## src/rtl/pwm_duty_decoder.sv

```systemverilog
// pwm_duty_decoder: measures high time and period of an asynchronous PWM stream with ready/valid output and stuck detection
// Ports:
//   clk, rst_n          clock, asynchronous active-low reset
//   pwm_in              asynchronous PWM input
//   out_ready           consumer accepts the held measurement
//   out_valid           a measurement is held on high_cnt/period_cnt
//   high_cnt            clk cycles pwm_in was high in the measured period
//   period_cnt          clk cycles between two consecutive rising edges
//   overrun             sticky flag, a completed measurement was dropped
//   stuck               00 toggling, 01 stuck low, 10 stuck high, 11 never driven
module pwm_duty_decoder #(
    parameter int CNT_W       = 16,
    parameter int SYNC_STAGES = 2
) (
    input  logic             clk,
    input  logic             rst_n,
    input  logic             pwm_in,
    input  logic             out_ready,
    output logic             out_valid,
    output logic [CNT_W-1:0] high_cnt,
    output logic [CNT_W-1:0] period_cnt,
    output logic             overrun,
    output logic [1:0]       stuck
);
    localparam logic [CNT_W-1:0] MAX = '1;
    localparam logic [CNT_W-1:0] ONE = CNT_W'(1);
    typedef enum logic [1:0] {WAIT_RISE, HIGH, LOW, TIMEOUT} state_t;
    state_t                 state;
    logic [SYNC_STAGES-1:0] sync;
    logic                   prev;
    logic [CNT_W-1:0]       hcnt, pcnt, wcnt;
    logic                   s, rise, fall, complete;
    assign s        = sync[SYNC_STAGES-1];
    assign rise     = s & ~prev;
    assign fall     = ~s & prev;
    // saturation takes priority over a completing edge in the same cycle
    assign complete = (state == LOW) && rise && (pcnt != MAX);
    always_ff @(posedge clk or negedge rst_n) begin
        if (!rst_n) begin
            sync <= '0;
            prev <= 1'b0;
        end else begin
            sync <= {sync[SYNC_STAGES-2:0], pwm_in};
            prev <= s;
        end
    end
    always_ff @(posedge clk or negedge rst_n) begin
        if (!rst_n) begin
            state <= WAIT_RISE;
            hcnt  <= '0;
            pcnt  <= '0;
            wcnt  <= '0;
            stuck <= 2'b00;
        end else begin
            case (state)
                WAIT_RISE: begin
                    if (rise) begin
                        state <= HIGH;
                        hcnt  <= ONE;
                        pcnt  <= ONE;
                        stuck <= 2'b00;
                    end else if (wcnt == MAX) begin
                        stuck <= 2'b11;
                    end else begin
                        wcnt <= wcnt + ONE;
                    end
                end
                HIGH: begin
                    if (pcnt == MAX) begin
                        state <= TIMEOUT;
                        stuck <= s ? 2'b10 : 2'b01;
                    end else begin
                        pcnt <= pcnt + ONE;
                        if (fall) state <= LOW;
                        else hcnt <= hcnt + ONE;
                    end
                end
                LOW: begin
                    if (pcnt == MAX) begin
                        state <= TIMEOUT;
                        stuck <= s ? 2'b10 : 2'b01;
                    end else if (rise) begin
                        // back-to-back periods: the completing edge starts the next one
                        state <= HIGH;
                        hcnt  <= ONE;
                        pcnt  <= ONE;
                    end else begin
                        pcnt <= pcnt + ONE;
                    end
                end
                default: begin
                    if (rise) begin
                        state <= HIGH;
                        hcnt  <= ONE;
                        pcnt  <= ONE;
                        stuck <= 2'b00;
                    end else begin
                        stuck <= s ? 2'b10 : 2'b01;
                    end
                end
            endcase
        end
    end
    always_ff @(posedge clk or negedge rst_n) begin
        if (!rst_n) begin
            out_valid  <= 1'b0;
            high_cnt   <= '0;
            period_cnt <= '0;
            overrun    <= 1'b0;
        end else if (complete) begin
            // a completion coinciding with a transfer replaces the held data
            if (!out_valid || out_ready) begin
                out_valid  <= 1'b1;
                high_cnt   <= hcnt;
                period_cnt <= pcnt;
            end else begin
                overrun <= 1'b1;
            end
        end else if (out_valid && out_ready) begin
            out_valid <= 1'b0;
        end
    end
endmodule
```

## config.mk

```make
export PLATFORM = sky130hd
export DESIGN_NAME = pwm_duty_decoder
export DESIGN_NICKNAME = d
export VERILOG_FILES = /design/src/rtl/pwm_duty_decoder.sv
export SDC_FILE = /design/constraint.sdc
export NUM_CORES = 1
export LEC_CHECK = 0
export CAP_MARGIN = 10
export CORE_MARGIN = 1
export CORE_UTILIZATION = 40
export DETAILED_ROUTE_END_ITERATION = 8
export PLACE_DENSITY = 0.56
export SLEW_MARGIN = 10
export SYNTH_ARGS = -nofsm -noshare
export SYNTH_HDL_FRONTEND = slang
export SYNTH_SLANG_ARGS = --single-unit
```

## constraint.sdc

```tcl
create_clock -name clk -period 2.66 [get_ports clk]
set_input_delay 0.266 -clock clk [delete_from_list [all_inputs] [get_ports clk]]
set_output_delay 0.266 -clock clk [all_outputs]
set_load 0.01 [all_outputs]
```

### Word level (Yosys, flattened, before mapping)

Index checks and enable logic that the tools add are counted.

| storage, ports and cells | value |
|---|---|
| register bits after elaboration | 89 |
| latch bits | 0 |
| RAM bits | 0 |
| bits in read-only memories | 0 |
| input bits | 4 |
| word-level logic and storage cells | 73 |
| memories | 0 |

| operators by class | value |
|---|---|
| $add $sub $neg | 3 |
| multipliers | 0 |
| div/mod/pow operators | 0 |
| magnitude comparators | 0 |
| eq/ne operators | 12 |
| shift operators | 0 |
| mux-type cells | 24 |
| bitwise operators | 7 |
| reductions and logical operators | 16 |

Operators with widths:

| cell | number |
|---|---|
| $mux 16 | 8 |
| $pmux 16 s2 | 2 |
| $add 16x1->16 const B | 3 |
| $eq 16x16->1 const B | 2 |
| $mux 2 | 9 |
| $ne 16x16->1 const B | 1 |
| $reduce_and 3->1 | 3 |
| $pmux 2 s2 | 2 |
| $reduce_and 2->1 | 4 |
| $ne 2x2->1 const B | 3 |
| $ne 3x3->1 const B | 2 |
| $not 1->1 | 5 |
| $ne 2x1->1 const B | 2 |
| $logic_and 1x1->1 | 3 |
| $mux 1 | 3 |
| $reduce_bool 3->1 | 1 |
| $and 1x1->1 | 2 |
| $eq 2x1->1 const B | 1 |
| $eq 2x2->1 const B | 1 |
| $logic_not 2->1 | 1 |
| $reduce_bool 2->1 | 1 |
| $reduce_or 2->1 | 1 |
| $logic_not 1->1 | 1 |
| $logic_or 1x1->1 | 1 |

### Depth between registers and ports, before layout

Gate-level depths: netlist of run 1.

| depth | value |
|---|---|
| depth in word-level cells | 6 |
| gate-level depth with buffers | 9 |
| mapped depth without buffers | 7 |

### Worst setup path before layout of run 1

No wires, ideal clock.

| timing | value |
|---|---|
| path type | register -> register |
| start point | reg pcnt[0] |
| end point | reg hcnt[15] |
| arrival | 2.122 ns |
| required time | 2.582 ns |
| path slack | 0.460 ns |
| cell stages (with the launch flop) | 8 |
| period minus slack after synthesis | 2.200 ns |
| cells stage by stage | dfrtp_1 > ha_1 > and4_4 > and4_4 > buf_6 > a211o_4 > or4_1 > a21oi_1 |

| on the way | value |
|---|---|
| cells in the longest elaborated chain, start to end | 3 |
| elaborated cells between the ends (all ways) | 4 |
| those cells by class | eq/ne: 3; reduce/logical: 1 |

RTL lines:

| item | line | RTL |
|---|---|---|
| from (decl) | 31 | `logic [CNT_W-1:0] hcnt, pcnt, wcnt;` |
| from (signal assigned) | 73 | `pcnt <= pcnt + ONE;` |
| from (signal assigned) | 88 | `pcnt <= pcnt + ONE;` |
| $eq 16x16->1 * | 69, 79 |  |
| $ne 2x2->1 (no line) | n/a |  |
| $reduce_and 3->1 (no line) * | n/a |  |
| to (signal assigned) | 75 | `else hcnt <= hcnt + ONE;` |
| to (decl) | 31 |  |

Every way passes the cells marked *; elsewhere a longest branch is shown, timed or not.
A chain may end at the register's enable or synchronous reset.

### Worst setup path in the final report of run 1

Ends and elaborated chain as after synthesis.

==> results of run 1 <==
kinds of logic (layout without fill, tap and decap cells):
logic type	after synthesis	in the layout	share of synthesized area (%)
simple gates	140	140	17.2
xor+xnor	23	23	4.71
compound gates	75	75	11.5
mux	37	37	9.66
buf+inv	24	71	2.81
fa+ha+maj	7	7	2.05
flops	89	89	52.1
layout make-up:
class | count | area (um2)
Fill cell | 989 | 5310
Sequential cell | 89 | 2230
Multi-Input combinational cell | 282 | 1930
Timing Repair Buffer | 50 | 485
Tap cell | 136 | 170
Clock buffer | 9 | 124
Clock inverter | 4 | 47.5
Inverter | 8 | 30.0
state kept, by name (all words and copies together) (netlist names):
name / cells
stuck: 2
out_valid: 1
state: 2
hcnt: 16
period_cnt: 16
wcnt: 16
sync: 2
pcnt: 16
overrun: 1
high_cnt: 16
prev: 1
power groups by stage:
stage	combinational (mW)	clock [mW]	sequential, mW
2_1_floorplan	0.604	0	1.64
3_3_place_gp	0.947	0	1.65
3_5_place_dp	0.962	0	1.66
4_1_cts	0.971	0.910	1.63
5_1_grt	1.08	0.951	1.65
6_report	0.959	0.870	1.63
Yosys cell counts, types with 8 or more instances:
| cell type | number | area share, % |
|---|---|---|
| nor3_1 | 9 | 1.1 |
| dfrtp_1 | 89 | 52 |
| nand3_1 | 20 | 2.3 |
| or3_1 | 8 | 1.2 |
| a21oi_1 | 15 | 1.8 |
| mux2_2 | 33 | 8.7 |
| o21ai_0 | 25 | 2.9 |
| xor2_1 | 12 | 2.5 |
| nand4_1 | 11 | 1.6 |
| xnor2_1 | 11 | 2.3 |
| nand2_1 | 36 | 3.2 |
| nor2_1 | 20 | 1.8 |
final timing paths:
path / slack (ns) / endpoint
max in group asynchronous: 1.80 / high_cnt[9]$_DFFE_PN0P_
min: 0.35 / sync[0]$_DFF_PN0_
max reg2reg: 0.34 / hcnt[15]$_DFFE_PN0P_
min in group asynchronous: 0.49 / wcnt[13]$_DFFE_PN0P_
max: 0.34 / hcnt[15]$_DFFE_PN0P_
min reg2reg: 0.36 / sync[1]$_DFF_PN0_
what timing repair did:
action                    CTS  global route
buffers inserted            0             0
hold buffers                1             0
hold endpoints to repair   89             0
routing by layer:
| layer | wire length [um] | global-route usage, % | vias to the layer above |
|---|---|---|---|
| li1 | - | - | 1526 |
| met1 | 4370 | 23.5 | 1539 |
| met2 | 4030 | 25.6 | 49 |
| met3 | 235 | 3.22 | 4 |
| met4 | 59 | 6.14 | 0 |
| met5 | 0 | 0 | - |
layout by cell type, fill, tap and decap left out, drive strengths merged, types with 4 or more instances in the layout:
master and n:
nand2 36, clkbuf 9, ha 7, o211ai 4
nor2 20, and3 8, and4 6, nor4 4
clkdlybuf4s50 38, nand3 20, a21oi 15, o21ai 25
inv 7, dfrtp 89, nor3 10, or3 8
nand4 11, mux2 34, buf 11, nand2b 7
xnor2 11, xor2 12
==> flow_metrics.env, run 1 <==
export IMPL_clk_latency_ns=0.35
export IMPL_start_util_pct=41.4
export IMPL_antenna_cells=0
export IMPL_startpoint="pcnt[0]$_DFFE_PN0P_"
export IMPL_fp_coreArea_um2=10300
export IMPL_p_comb_share_pct=27.7
export IMPL_whs_ns=0.354
export IMPL_grt_overflow_total=0
export IMPL_hold_path_class="in -> reg"
export IMPL_drive_gt1_share_pct=14.5
export IMPL_slew_viol_final=0
export IMPL_startpoint_type="flip-flop"
export IMPL_numPortBuffers=39
export IMPL_synth_edf_count=0
export IMPL_ys_seq_area_share_pct=52.1
export IMPL_fin_area_um2=5020
export IMPL_clkTransAtPathRegs_ns=0.08
export IMPL_yosys_warnings=0
export IMPL_outcome="finished, final reports clean"
export IMPL_vias=3118
export IMPL_share_seq_of_total_power_pct=47.1
export IMPL_path_class="reg -> reg"
export IMPL_netSwitchingFraction_pct=32.7
export IMPL_dpl_instance_area_um2=4840
export IMPL_r2r_cells=6
export IMPL_die_w_um=105
export IMPL_ant_nets=0
export IMPL_synth_nets=406
export IMPL_cts_buffers=9
export IMPL_crit_required_ns=2.92
export IMPL_critPathMaxFanout=15
export IMPL_power_density_nw_per_um2=689
export IMPL_firstDrtPassIters=4
export IMPL_syn_avg_cell_area_um2=10.8
export IMPL_h_tree_depth=3
export IMPL_internal_power_mw=2.33
export IMPL_synthesis_area_um2=4270
export IMPL_grt_pass1_wl_um=14800
export IMPL_grt_max_degree=90
export IMPL_r2r_start="pcnt[0]$_DFFE_PN0P_"
export IMPL_dieArea_um2=11100
export IMPL_place_congestion=0.797
export IMPL_async_reset_ff_share_pct=100
export IMPL_power_mw=3.46
export IMPL_ys_ff_latch=89
export IMPL_cp_slowest_stage_delay_ns=0.50
export IMPL_cts_sinks=89
export IMPL_maxSlewHeadroom_pct=47.3
export IMPL_irDropWorstVdd_v=0.000245
export IMPL_rsz0062_at_grt="false"
export IMPL_tightest_slew_ns=0.789
export IMPL_finalHoldViolations=0
export IMPL_cap_violations=0
export IMPL_drt_iter0_drc=130
export IMPL_clock_skew_final_ns=0.0115
export IMPL_nets=451
export IMPL_p_leak_nw=2.19
export IMPL_pre_cts_ws_ns=0.365
export IMPL_route_detailed_drc=0
export IMPL_std_cell_rows=37
export IMPL_synth_ff_type="dfrtp_1"
export IMPL_cts_root_buf="clkbuf_8"
export IMPL_end_kind="flip-flop"
export IMPL_utilization_pct=48.6
export IMPL_ys_types=54
export IMPL_switchingPower_mw=1.13
export IMPL_arrival_ns=2.58
export IMPL_ioPinCount=40
export IMPL_layout_min_cycle_time_ns=2.32
export IMPL_hpwl_um=5820
export IMPL_wl_per_cell_um=15.0
export IMPL_fmax_mhz=431
export IMPL_cp_num_buf_inv=0
export IMPL_cts_tree="yes"
export IMPL_period_share_pct=87.3
export IMPL_tns_ns=0
export IMPL_synthToLayoutAreaGrowth_pct=17.4
export IMPL_track_usage_pct=16.7
export IMPL_grt_pass1_vias=3046
export IMPL_cp_slowest_cell="or4_1"
export IMPL_placed_cells=564
export IMPL_power_frac_clock_pct=25.1
export IMPL_hp_start="pwm_in"
export IMPL_cp_depth=6
export IMPL_die_y_um=105
export IMPL_antenna_found_initial=0
export IMPL_crit_path_frequent_cell="and4_4"
export IMPL_crit_path_cell_trace="ha_1 > and4_4 > and4_4 > a211o_4 > or4_1 > a21oi_1"
export IMPL_clock_path_buffers=2
export IMPL_fin_ws_ns=0.339
export IMPL_fin_cells=578
export IMPL_via_per_inst=5.39
export IMPL_cts_resized=0
export IMPL_wl_um=8700
export IMPL_setup_violations=0
export IMPL_min_path_cells=1
export IMPL_syn_inst=395
export IMPL_critical_path_top_delay_family="simple AND/OR/NAND/NOR gates"
No activity file was read; power rests on OpenSTA's default activity.
==> run 2: changes to the inputs <==
Settings changed: PLACE_DENSITY 0.56 to 0.7.
==> flow_metrics.env, run 2 (synthesis results as in run 1) <==
export IMPL_fillers=933
export IMPL_grt_overflow_total=0
export IMPL_layout_min_cycle_time_ns=2.36
export IMPL_cts_tree="yes"
export IMPL_route_detailed_drc=0
export IMPL_power_frac_clock_pct=24.3
export IMPL_outcome="finished, final reports clean"
export IMPL_slew_viol_final=0
export IMPL_antenna_cells=0
export IMPL_hold_path_class="reg -> reg"
export IMPL_power_mw=3.41
export IMPL_clock_path_buffers=2
export IMPL_maxSlewHeadroom_pct=48.3
export IMPL_hp_start="sync[0]$_DFF_PN0_"
export IMPL_nets=450
export IMPL_min_path_cells=0
export IMPL_rrSetupSlack_ns=0.30
export IMPL_fin_area_um2=5010
export IMPL_postCtsSetupBuffers=0
export IMPL_tns_ns=0
export IMPL_final_common_cell="dfrtp_1"
export IMPL_die_w_um=105
export IMPL_cts_root_buf="clkbuf_8"
export IMPL_vias=3149
export IMPL_h_tree_depth=3
export IMPL_most_common_layout_cells="dfrtp_1, clkdlybuf4s50_1, nand2_1"
export IMPL_grt_pass1_vias=3118
export IMPL_die_y_um=105
export IMPL_clk_latency_ns=0.35
export IMPL_setup_violations=0
export IMPL_drive_gt1_share_pct=14.3
export IMPL_utilization_pct=48.5
export IMPL_internal_power_mw=2.29
export IMPL_ioPinCount=40
export IMPL_wl_um=8590
export IMPL_synthToLayoutAreaGrowth_pct=17.2
export IMPL_via_per_inst=5.45
export IMPL_track_usage_pct=16.8
export IMPL_tightest_slew_ns=0.774
export IMPL_cts_sinks=89
export IMPL_clkTransAtPathRegs_ns=0.08
export IMPL_wl_per_cell_um=14.9
export IMPL_period_share_pct=88.7
export IMPL_hpwl_um=6020
export IMPL_antenna_found_initial=0
export IMPL_path_class="reg -> reg"
export IMPL_rsz0062_at_grt="false"
export IMPL_p_leak_nw=2.18
export IMPL_arrival_ns=2.63
export IMPL_p_comb_share_pct=27.7
export IMPL_fmax_mhz=424
export IMPL_end_kind="flip-flop"
export IMPL_switchingPower_mw=1.12
export IMPL_grt_pass1_wl_um=14900
export IMPL_cap_violations=0
export IMPL_finalHoldViolations=0
export IMPL_std_cell_rows=37
export IMPL_r2r_cells=7
export IMPL_firstDrtPassIters=4
export IMPL_drt_iter0_drc=206
export IMPL_crit_required_ns=2.93
export IMPL_dieArea_um2=11100
export IMPL_irDropWorstVdd_v=0.000345
export IMPL_netSwitchingFraction_pct=32.9
export IMPL_dpl_instance_area_um2=4830
export IMPL_fp_coreArea_um2=10300
export IMPL_place_congestion=0.830
export IMPL_numPortBuffers=39
export IMPL_min_to="sync[1]$_DFF_PN0_"
export IMPL_power_density_nw_per_um2=681
export IMPL_critPathMaxFanout=12
export IMPL_share_seq_of_total_power_pct=48.0
export IMPL_startpoint_type="flip-flop"
export IMPL_clock_skew_final_ns=0.00808
export IMPL_ant_nets=0
export IMPL_cts_buffers=9
export IMPL_r2r_start="state[1]$_DFFE_PN0P_"
export IMPL_start_util_pct=41.4
export IMPL_reg2reg_to="hcnt[15]$_DFFE_PN0P_"
export IMPL_grt_max_degree=55
[run 2: power groups by stage]
stage	clock, mW	combinational, mW	sequential, mW
final	0.830	0.944	1.63
after detailed placement	0	0.940	1.66
after CTS	0.859	0.946	1.63
after global placement	0	0.915	1.65
after floorplan	0	0.604	1.64
after global routing	0.904	1.06	1.66
[run 2: stage by stage]
stage,setup slack [ns],hold slack [ns],std cells
after detailed placement,0.315,0.253,563
after global placement,0.401,0.253,563
after CTS,0.290,0.363,578
after global routing,0.131,0.361,578
final,0.300,0.356,578
after floorplan,0.460,-0.0296,395
[run 2: repair_timing]
action                                 in CTS  in global routing
hold buffers                                1                  0
resized for setup                           0                  0
endpoints found under the hold margin      35                  0
[run 2: worst max path at each step]
stage	start	to	cells after the start
after detailed placement	state[1]$_DFFE_PN0P_	hcnt[15]$_DFFE_PN0P_	7
after global routing	state[1]$_DFFE_PN0P_	hcnt[15]$_DFFE_PN0P_	7
after global placement	pcnt[0]$_DFFE_PN0P_	hcnt[15]$_DFFE_PN0P_	6
final	state[1]$_DFFE_PN0P_	hcnt[15]$_DFFE_PN0P_	7
after floorplan	pcnt[0]$_DFFE_PN0P_	hcnt[15]$_DFFE_PN0P_	7
after CTS	state[1]$_DFFE_PN0P_	hcnt[15]$_DFFE_PN0P_	7
[run 2: layout make-up]
type,instances,area [um2],share of cell area [%]
Inverter,8,30.0,0.600
Timing Repair Buffer,49,478,9.54
Clock inverter,2,15.0,0.300
Clock buffer,12,155,3.10
Tap cell,136,170,3.40
Sequential cell,89,2230,44.5
Multi-Input combinational cell,282,1930,38.6
[run 2: worst max-delay path, cell delays in order, from the launching register on]
cell and delay (ns):
dfrtp_1 0.42, inv_1 0.09, ha_1 0.40, nor2b_1 0.23
a21oi_1 0.11, a211o_4 0.38, or4_1 0.50, a21oi_1 0.16
[run 2: layer usage]
layer	up-vias	track usage, %	routed length [um]
li1	1527	-	-
met1	1561	21.5	3990
met2	57	28.1	4200
met3	4	4.02	316
met4	0	5.53	80
met5	-	0	0
